## src/rtl/mu0_io_defs.sv

```systemverilog
// Shared definitions for the MU0 I/O port.
// Offsets within the window, STATUS and CTRL bit positions.
package mu0_io_defs;

  localparam logic [1:0] OFF_TXDATA = 2'd0;
  localparam logic [1:0] OFF_STATUS = 2'd1;
  localparam logic [1:0] OFF_RXDATA = 2'd2;
  localparam logic [1:0] OFF_CTRL   = 2'd3;

  localparam int ST_TX_EMPTY = 0;
  localparam int ST_TX_FULL  = 1;
  localparam int ST_TX_OVF   = 2;
  localparam int ST_RX_FULL  = 3;

  localparam int CTRL_CLR_OVF = 0;
  localparam int CTRL_FLUSH   = 1;

endpackage

```

## src/rtl/mu0_sync_fifo.sv

```systemverilog
// Synchronous FIFO with push/pop/flush.
// A push at full succeeds only when a pop frees a slot that cycle.
module mu0_sync_fifo #(
  parameter int W     = 16,
  parameter int DEPTH = 4
) (
  input  logic                       clk,
  input  logic                       rst,
  input  logic                       push,
  input  logic                       pop,
  input  logic                       flush,
  input  logic [W-1:0]               wdata,
  output logic [W-1:0]               rdata,
  output logic                       full,
  output logic                       empty,
  output logic [$clog2(DEPTH):0]     count,
  output logic                       overflow
);

  localparam int AW = $clog2(DEPTH);
  localparam int CW = AW + 1;

  logic [W-1:0]  mem_q [DEPTH];
  logic [W-1:0]  mem_d [DEPTH];
  logic [AW-1:0] wr_q, wr_d;
  logic [AW-1:0] rd_q, rd_d;
  logic [CW-1:0] cnt_q, cnt_d;
  logic          do_pop;
  logic          do_push;

  assign full    = (cnt_q == CW'(DEPTH));
  assign empty   = (cnt_q == '0);
  assign count   = cnt_q;
  assign rdata   = mem_q[rd_q];
  assign do_pop  = pop & ~empty;
  assign do_push = push & (~full | do_pop);

  // Next pointers, count and storage; flush wins over push/pop
  always_comb begin
    mem_d    = mem_q;
    wr_d     = wr_q;
    rd_d     = rd_q;
    cnt_d    = cnt_q;
    overflow = 1'b0;
    if (flush) begin
      wr_d  = '0;
      rd_d  = '0;
      cnt_d = '0;
    end else begin
      overflow = push & ~do_push;
      if (do_push) begin
        mem_d[wr_q] = wdata;
        wr_d        = wr_q + AW'(1);
      end
      if (do_pop) begin
        rd_d = rd_q + AW'(1);
      end
      if (do_push & ~do_pop) begin
        cnt_d = cnt_q + CW'(1);
      end else if (do_pop & ~do_push) begin
        cnt_d = cnt_q - CW'(1);
      end
    end
  end

  // State registers
  always_ff @(posedge clk or negedge rst) begin
    if (!rst) begin
      mem_q <= '{default: '0};
      wr_q  <= '0;
      rd_q  <= '0;
      cnt_q <= '0;
    end else begin
      mem_q <= mem_d;
      wr_q  <= wr_d;
      rd_q  <= rd_d;
      cnt_q <= cnt_d;
    end
  end

endmodule

```

## src/rtl/mu0_io_port.sv

```systemverilog
// MU0 memory-bus stage: RAM pass-through plus a 4-word I/O window
// holding a TX FIFO, STATUS, an RX holding register and CTRL.
module mu0_io_port
  import mu0_io_defs::*;
#(
  parameter logic [11:0] IO_BASE  = 12'hFF0,
  parameter int          TX_DEPTH = 4
) (
  input  logic        clk,
  input  logic        rst,
  input  logic [11:0] cpu_address,
  input  logic [15:0] cpu_data_out,
  input  logic        cpu_read,
  input  logic        cpu_write,
  output logic [15:0] cpu_data_in,
  output logic [11:0] mem_address,
  output logic [15:0] mem_wdata,
  output logic        mem_read,
  output logic        mem_write,
  input  logic [15:0] mem_rdata,
  output logic [15:0] tx_data,
  output logic        tx_valid,
  input  logic        tx_ready,
  input  logic [15:0] rx_data,
  input  logic        rx_valid,
  output logic        rx_ready
);

  logic        io_sel;
  logic [1:0]  off;
  logic        io_wr;
  logic        io_rd;
  logic        off_st;
  logic        off_rx;
  logic        tx_push;
  logic        ctrl_wr;
  logic        tx_flush;
  logic        clr_ovf;
  logic        rx_rd;
  logic        rx_cap;
  logic        tx_full;
  logic        tx_empty;
  logic        tx_ovf_ev;
  logic [$clog2(TX_DEPTH):0] tx_count;
  logic [15:0] io_rdata;

  logic        ovf_q, ovf_d;
  logic        rx_full_q, rx_full_d;
  logic [15:0] rx_hold_q, rx_hold_d;

  assign io_sel      = (cpu_address[11:2] == IO_BASE[11:2]);
  assign off         = cpu_address[1:0];
  assign mem_address = cpu_address;
  assign mem_wdata   = cpu_data_out;
  assign mem_read    = cpu_read & ~io_sel;
  assign mem_write   = cpu_write & ~io_sel;

  assign io_wr    = cpu_write & io_sel;
  assign io_rd    = cpu_read & io_sel;
  assign off_st   = (off == OFF_STATUS);
  assign off_rx   = (off == OFF_RXDATA);
  assign tx_push  = io_wr & (off == OFF_TXDATA);
  assign ctrl_wr  = io_wr & (off == OFF_CTRL);
  assign tx_flush = ctrl_wr & cpu_data_out[CTRL_FLUSH];
  assign clr_ovf  = ctrl_wr & cpu_data_out[CTRL_CLR_OVF];
  assign rx_rd    = io_rd & off_rx;

  assign tx_valid = |tx_count;
  assign rx_ready = ~rx_full_q | rx_rd;
  assign rx_cap   = rx_valid & rx_ready;

  mu0_sync_fifo #(
    .W     (16),
    .DEPTH (TX_DEPTH)
  ) u_tx_fifo (
    .clk      (clk),
    .rst      (rst),
    .push     (tx_push),
    .pop      (tx_valid & tx_ready),
    .flush    (tx_flush),
    .wdata    (cpu_data_out),
    .rdata    (tx_data),
    .full     (tx_full),
    .empty    (tx_empty),
    .count    (tx_count),
    .overflow (tx_ovf_ev)
  );

  // Register-map read mux
  always_comb begin
    io_rdata = '0;
    unique case (1'b1)
      off_st: begin
        io_rdata[ST_TX_EMPTY] = tx_empty;
        io_rdata[ST_TX_FULL]  = tx_full;
        io_rdata[ST_TX_OVF]   = ovf_q;
        io_rdata[ST_RX_FULL]  = rx_full_q;
      end
      off_rx:  io_rdata = rx_full_q ? rx_hold_q : '0;
      default: io_rdata = '0;
    endcase
  end

  assign cpu_data_in = io_sel ? io_rdata : mem_rdata;

  // Sticky overflow and RX holding register next state
  always_comb begin
    ovf_d     = ovf_q;
    rx_full_d = rx_full_q;
    rx_hold_d = rx_hold_q;
    if (clr_ovf) begin
      ovf_d = 1'b0;
    end else if (tx_ovf_ev) begin
      ovf_d = 1'b1;
    end
    if (rx_cap) begin
      rx_full_d = 1'b1;
      rx_hold_d = rx_data;
    end else if (rx_rd) begin
      rx_full_d = 1'b0;
      rx_hold_d = '0;
    end
  end

  // State registers
  always_ff @(posedge clk or negedge rst) begin
    if (!rst) begin
      ovf_q     <= 1'b0;
      rx_full_q <= 1'b0;
      rx_hold_q <= '0;
    end else begin
      ovf_q     <= ovf_d;
      rx_full_q <= rx_full_d;
      rx_hold_q <= rx_hold_d;
    end
  end

endmodule

```

## config.mk

```make
export PLATFORM = sky130hd
export DESIGN_NAME = mu0_io_port
export DESIGN_NICKNAME = d
export VERILOG_FILES = /design/src/rtl/mu0_io_defs.sv /design/src/rtl/mu0_sync_fifo.sv /design/src/rtl/mu0_io_port.sv
export SDC_FILE = /design/constraint.sdc
export NUM_CORES = 1
export LEC_CHECK = 0
export ABC_AREA = 1
export BUFFER_PORTS_ARGS = -buffer_cell sky130_fd_sc_hd__buf_4
export CORE_MARGIN = 5
export CORE_UTILIZATION = 48
export DETAILED_ROUTE_END_ITERATION = 8
export GPL_TIMING_DRIVEN = 0
export PLACE_DENSITY = 0.77
export RECOVER_POWER = 25
export REMOVE_ABC_BUFFERS = 1
export SETUP_SLACK_MARGIN = 0.05
export SYNTH_ARGS = -nofsm -noshare
export SYNTH_HDL_FRONTEND = slang
export SYNTH_SLANG_ARGS = --single-unit
```

## constraint.sdc

```tcl
create_clock -name clk -period 2 [get_ports clk]
set_input_delay 0.1 -clock clk [delete_from_list [all_inputs] [get_ports clk]]
set_output_delay 0.1 -clock clk [all_outputs]
set_load 0.01 [all_outputs]
```

==> metrics, run 1 <==
power per cell area approximately 930 nW/um^2; Reg2Reg Launch Point u_tx_fifo.count[2]; post-layout min period 1920 ps; register area share after synthesis between 40% and 50%; CTS Buffer Depth 2; DR vias between 4000 and 5000; worst vdd ir 0.472 mV; NumNets Final between 800 and 900; Core Area roughly 10000 um^2; Worst Hold Endpoint rx_hold_q[3]; max-cap violations 0; final hold vios 0; total grt overflow 0; run status finished clean; Area Growth Syn to Fin 32.3%; warnings from Yosys 0; measured slew at the worst slew-check pin approximately 1200 ps; drt wl/cell 16.2 um; drt total wl ~15 mm; share of cells above drive strength 1 between 20 and 25%; min-delay worst type input port to flop; gp weighted congestion between 0.8 and 0.9; Clk Latency, worst-skew pair 370 ps; vias in the first global route between 4000 and 5000; Vias/cell between 5 and 6; clk_skew about 9.4 ps; DPL Wire Length slightly above 8 mm; largest net degree at the start of global routing 90; Tot Pwr between 0.005 and 0.006 W; DR pass1 iterations 5; Setup Viol. Count Final 0; Multi-input gate area around 2100 um^2; max-slew violation count 0; R2R setup slack around 83 ps; first-pass GRT wire length 22.4 mm; # port buffers 129; DIE HEIGHT ~110 um; cell area after synthesis 4820 um^2; ys async rst share 100%; final period utilization 95.9%; leading area contributor after synthesis dfrtp_1; CTS tree yes; clock root cell clkbuf_8; Slew Limit Headroom 18.5%; Max Fanout on Critical Path 4; min-delay src rx_valid; synth cell count leaders 181 x nand2_1, 89 x dfrtp_1, 63 x o21ai_0; Post-Syn Instances roughly 610; Die ar. ~12000 um^2; H-Tree Depth 3; Filler cells between 800 and 900; Leakage 3.36 nW; # placed instances 816; synthesized area per cell between 7 and 8 um^2; synth top area cells dfrtp_1 46%, nand2_1 14%, o21ai_0 6.5%; number of enable flip-flop cells after synthesis 0; most common cell in the netlist nand2_1; Arrival @ worst endpoint between 2000 and 2500 ps; area fraction of the dominant cell type after synthesis 46.2%; clock-pin slew on the worst setup and hold paths about 80 ps; RSZ-0062 raised after global routing true; fin cells between 800 and 900; FF+latch area around 2200 um^2; initial drt markers around 320; initial antenna violation count 0; Achievable Freq roughly 520 MHz; Top FF cell, synth dfrtp_1; # rows 36; Crit Path Category flop to flop; Die Span X roughly 110 um; GRT Resource Usage Total around a quarter; DRC errors left 0; ant diodes 0; hold path depth 3; CTS Buf Count 9; Crit path required time between 2000 and 2500 ps; Yosys reg bits 89; clock sink count 89; worst r2r dst u_tx_fifo.count[2]; Worst Setup Start Kind flop; total I/O pin count 130; Setup crit end kind flop; Initial Util about half; reg2reg path depth 12; Distinct cells, synth 27; DRT antenna net count 0
-- metal layers --
layer / global-route usage, % / up-vias / share of wire, % / wire length, um
met1: 30.4 / 2219 / 40 / 5830
met2: 39.9 / 253 / 48 / 7040
met5: 0 / - / 0 / 0
li1: - / 2264 / - / -
met4: 7.83 / 0 / 1.7 / 255
met3: 5.07 / 27 / 9.9 / 1450
-- through the flow --
stage	util [%]	TNS (ps)	instance area (um^2)	hold WS, ps	setup WS, ps
after floorplan	-	-14410	4430	-196	-223
after global placement	56.9	-70530	5560	335	-938
after detailed placement	56.9	-77360	5560	339	-1030
after CTS	65.2	0	6370	82.4	71.7
after global routing	65.2	-67.3	6380	118	-67.3
final	65.2	0	6380	99.8	82.7
-- cells in the final DEF (no fill, tap or decap), drive strengths merged --
| cell | netlist | final |
|---|---|---|
| o21ai | 113 | 113 |
| nand4 | 2 | 2 |
| dlygate4sd3 | 0 | 33 |
| inv | 44 | 43 |
| bufinv | 0 | 2 |
| clkinvlp | 0 | 4 |
| a21oi | 2 | 2 |
| nand2 | 184 | 186 |
| o22ai | 18 | 18 |
| xnor2 | 1 | 1 |
| nor2 | 48 | 48 |
| and3 | 1 | 1 |
| clkbuf | 19 | 40 |
| buf | 41 | 128 |
| dfrtp | 89 | 89 |
| o31ai | 12 | 12 |
| ha | 8 | 8 |
| fa | 1 | 1 |
| clkinv | 0 | 2 |
| nand3 | 31 | 31 |
-- state kept, by name (all words and copies together), names as in the netlist --
register	count
ovf_q	1
rx_full_q	1
rx_hold_q	16
u_tx_fifo.count	3
u_tx_fifo.mem_q	64
u_tx_fifo.rd_q	2
u_tx_fifo.wr_q	2
-- final cells by class --
cell class	instances	area share, %
clock buffers	10	2.16
inverters	44	2.71
multi-input cells	423	33.1
repair inverters	1	0.118
clock inverters	6	1.41
flip-flops and latches	89	35.1
repair buffers	191	22.8
well taps	133	2.61
-- kinds of logic after synthesis --
family	share of synthesized area (%)
AND/OR/NAND/NOR	23.4
AO/OA/AOI/OAI	16.2
buffers and inverters	11.6
flip-flops	46.2
adder cells (fa/ha/maj)	2.49
XOR/XNOR	0.182
-- critical path, stage by stage (launching register included) --
cell and delay, ps:
dfrtp_2 420, inv_1 50, nand2_1 130, nand2_1 140, nand4_1 170, inv_2 60, fa_2 370, xnor2_2 180
inv_1 60, nand2_1 60, nand2_1 50, nand2_1 60, nand2_1 50
-- power by group --
group	switching [W]	internal, W
registers	0.000128	0.00198
clock network	0.000660	0.000742
logic	0.00133	0.00108
-- timing repair --
action                     CTS  global route
hold endpoints to repair   145             0
pin swaps                    7             6
hold buffers                33             0
setup buffers               21             8
cloned                       1             2
gates resized for setup     13             8
setup endpoints to repair   92            70
-- worst max-delay path by stage --
stage / from / end / cells past startpoint
2_1_floorplan: cpu_address[2] / u_tx_fifo.mem_q[32] / 10
3_3_place_gp: cpu_address[2] / u_tx_fifo.mem_q[51] / 11
3_5_place_dp: cpu_address[2] / u_tx_fifo.mem_q[57] / 11
4_1_cts: cpu_address[2] / u_tx_fifo.mem_q[42] / 12
5_1_grt: u_tx_fifo.count[1] / u_tx_fifo.count[2] / 13
6_report: u_tx_fifo.count[2] / u_tx_fifo.count[2] / 12
Note: power is estimated with default switching activity, not from simulation.
==> run 2, diff against run 1 <==
--- a/config.mk
+++ b/config.mk
@@ -7,8 +7,8 @@
 export LEC_CHECK = 0
 export ABC_AREA = 1
 export BUFFER_PORTS_ARGS = -buffer_cell sky130_fd_sc_hd__buf_4
-export CORE_MARGIN = 5
 export CORE_UTILIZATION = 48
+export CTS_BUF_LIST = sky130_fd_sc_hd__clkbuf_4 sky130_fd_sc_hd__clkbuf_8 sky130_fd_sc_hd__clkbuf_16
 export DETAILED_ROUTE_END_ITERATION = 8
 export GPL_TIMING_DRIVEN = 0
 export PLACE_DENSITY = 0.77
==> run 2 against run 1 <==
Non-clock buffer count decreased by 9; wire length shrank 3.5%; die area shrank 14%; clock power about the same; critical path depth unchanged; clock skew down 2.6 ps; worst hold slack worse by 98 ps; final cell count down 0.89%; register-to-register slack improved by 40 ps; critical path type unchanged; highest routed layer unchanged.
==> metrics, run 2 (synthesized netlist as in run 1, its figures left out) <==
max-slew violation count 0 (unchanged); initial antenna violation count 0 (unchanged); Crit Path Category flop to flop; Placed Area 5560 um^2 (unchanged); Max Fanout on Critical Path 4 (unchanged); CP most frequent cell nand2_1; Worst Hold Endpoint rx_hold_q[2]; Leakage 3.31 nW (-1.4%); Crit path required time 2260 ps (about the same); worst r2r dst u_tx_fifo.count[2]; Pint 0.00372 W (-2.1%); commonest cells after routing, fill and taps aside 179 x nand2_1, 117 x buf_4, 87 x dfrtp_1; measured slew at the worst slew-check pin 1200 ps (-17.8 ps); Arrival @ worst endpoint 2140 ps (-30 ps); clock-pin slew on the worst setup and hold paths 80 ps (about the same); initial drt markers 341 (+7.9%); Clk Latency, worst-skew pair 370 ps (about the same); Reg2Reg Launch Point u_tx_fifo.count[2]; drt total wl 14.1 mm (-3.5%); vias in the first global route 4484 (-3.6%); run status finished clean; Die ar. 10400 um^2 (-14%); DRC errors left 0 (unchanged); DPL Wire Length 7.69 mm (-4.8%); DRT antenna net count 0 (unchanged); gp weighted congestion 0.805 (-4.0%); Largest Register u_tx_fifo.mem_q; Area Growth Syn to Fin 31.0%; max-cap violations 0 (unchanged); Vias/cell 5.42 (+2.1%); final core occ 64.9% (-0.35 points); share of cells above drive strength 1 22.5% (-0.55 points); reg2reg path depth 12 (unchanged); CTS tree yes; total I/O pin count 130 (unchanged); sw frac 36.0% (+0.21 points); Setup Viol. Count Final 0 (unchanged); DR vias 4820 (+1.2%); min-delay src rx_data[2]; total grt overflow 0 (unchanged); # port buffers 129 (unchanged); finished layout cell area 6310 um^2 (-1.0%); CTS Buffer Depth 2 (unchanged); RSZ-0062 raised after global routing true; Core Area 9730 um^2 (-0.46%); Filler cells 814 (-0.97%); clock root cell clkbuf_8; ant diodes 0 (unchanged); CP bufs+invs 3 (unchanged); hold path depth 3 (unchanged); commonest non-fill, non-tap cell in the layout nand2_1; R2R setup slack 120 ps (+40 ps); first-pass GRT wire length 21.1 mm (-5.5%); drt wl/cell 15.8 um (-2.6%); Flop pwr share 36.8% (+1.3 points); final period utilization 93.8% (-2.0 points); Initial Util 49.5% (+0.23 points); Worst Setup Start Kind flop; DIE HEIGHT 102 um (-7.3%); GRT Resource Usage Total 26.7% (+3.0 points); Slew Limit Headroom 19.7% (+1.2 points); power per cell area 921 nW/um^2 (-0.81%); Clock power frac 23.6% (about the same); Comb power frac 39.6% (-1.2 points); final hold vios 0 (unchanged); H-Tree Depth 3 (unchanged); NetSw 0.00209 W (-1.2%); Achievable Freq 533 MHz (+2.2%); post-layout min period 1880 ps (-40.4 ps); Setup crit end kind flop; # rows 36 (unchanged); Die Span X 102 um (-7.3%); worst vdd ir 0.446 mV (-5.7%); Slowest cell on crit path dfrtp_1; CP max stage delay 440 ps (+20 ps); FF+latch area 2230 um^2 (-0.17%); clk_skew 6.79 ps (-2.62 ps); worst path cell trace inv_1 > nand2_1 > nand2_1 > nand4_1 > inv_2 > fa_2 > xnor2_2 > inv_1 > nand2_1 > nand2_1 > nand2_1 > nand2_1; NumNets Final 826 (-0.96%); DR pass1 iterations 5 (unchanged); CTS Buf Count 9 (unchanged); crit-path leading delay family simple AND/OR/NAND/NOR gates; max FFs per register 64 (unchanged); clock sink count 89 (unchanged); Multi-input gate area 2120 um^2 (+0.47%); min-delay worst type input port to flop; largest net degree at the start of global routing 90 (unchanged)
-- run 2: routing by layer --
metal / vias up / GRT usage [%] / routed length, um
li1: 2247 / - / -
met1: 2233 / 33.7 / 5540
met2: 307 / 45.3 / 6850
met3: 33 / 4.99 / 1320
met4: 0 / 10.7 / 369
met5: - / 0 / 0
-- run 2: tightest hold or removal path: stages --
cell and delay, ps:
buf_4 80, nand3_1 60, o21ai_0 80
-- run 2: final cells by class --
| class | count | area share (%) |
|---|---|---|
| repair inverters | 1 | 0.119 |
| clock buffers | 9 | 1.96 |
| clock inverters | 7 | 1.49 |
| well taps | 133 | 2.64 |
| flip-flops and latches | 89 | 35.4 |
| inverters | 44 | 2.74 |
| multi-input cells | 424 | 33.6 |
| repair buffers | 182 | 22.1 |
-- run 2: worst max-delay path by stage --
stage / to / slack [ps] / start / cells after the start
floorplan: u_tx_fifo.mem_q[32] / -220 / cpu_address[2] / 10
global placement: u_tx_fifo.mem_q[8] / -950 / cpu_address[2] / 11
detailed placement: u_tx_fifo.mem_q[63] / -1090 / cpu_address[2] / 11
CTS: u_tx_fifo.mem_q[11] / 40 / u_tx_fifo.count[2] / 8
global route: u_tx_fifo.count[2] / 0.2 / u_tx_fifo.count[2] / 11
finish: u_tx_fifo.count[2] / 120 / u_tx_fifo.count[2] / 12
-- run 2: stage by stage --
stage               total power, W  TNS (ps)  worst slack (ps)  cells  hold slack [ps]
floorplan                  0.00312    -14410              -223    554             -196
global placement           0.00400    -72210              -948    816              337
detailed placement         0.00405    -80690             -1090    816              341
CTS                        0.00570         0              38.9    876             7.02
global route               0.00615         0             0.157    889             30.3
finish                     0.00581         0               123    889             2.13
-- run 2: repair_timing --
action                                  4_1_cts  5_1_grt
endpoints found under the hold margin       144        0
buffers inserted                             12       10
gates cloned                                  1        3
hold buffers                                 31        0
gates resized for setup                      12        8
endpoints found under the setup margin       96       71
pin swaps                                     5       14
-- run 2: power groups by stage --
stage / Combinational, W / Sequential, W / Clock [W]
3_5_place_dp: 0.00183 / 0.00221 / 0
4_1_cts: 0.00214 / 0.00217 / 0.00139
6_report: 0.00230 / 0.00214 / 0.00137
5_1_grt: 0.00254 / 0.00215 / 0.00146
2_1_floorplan: 0.000994 / 0.00212 / 0
3_3_place_gp: 0.00180 / 0.00221 / 0
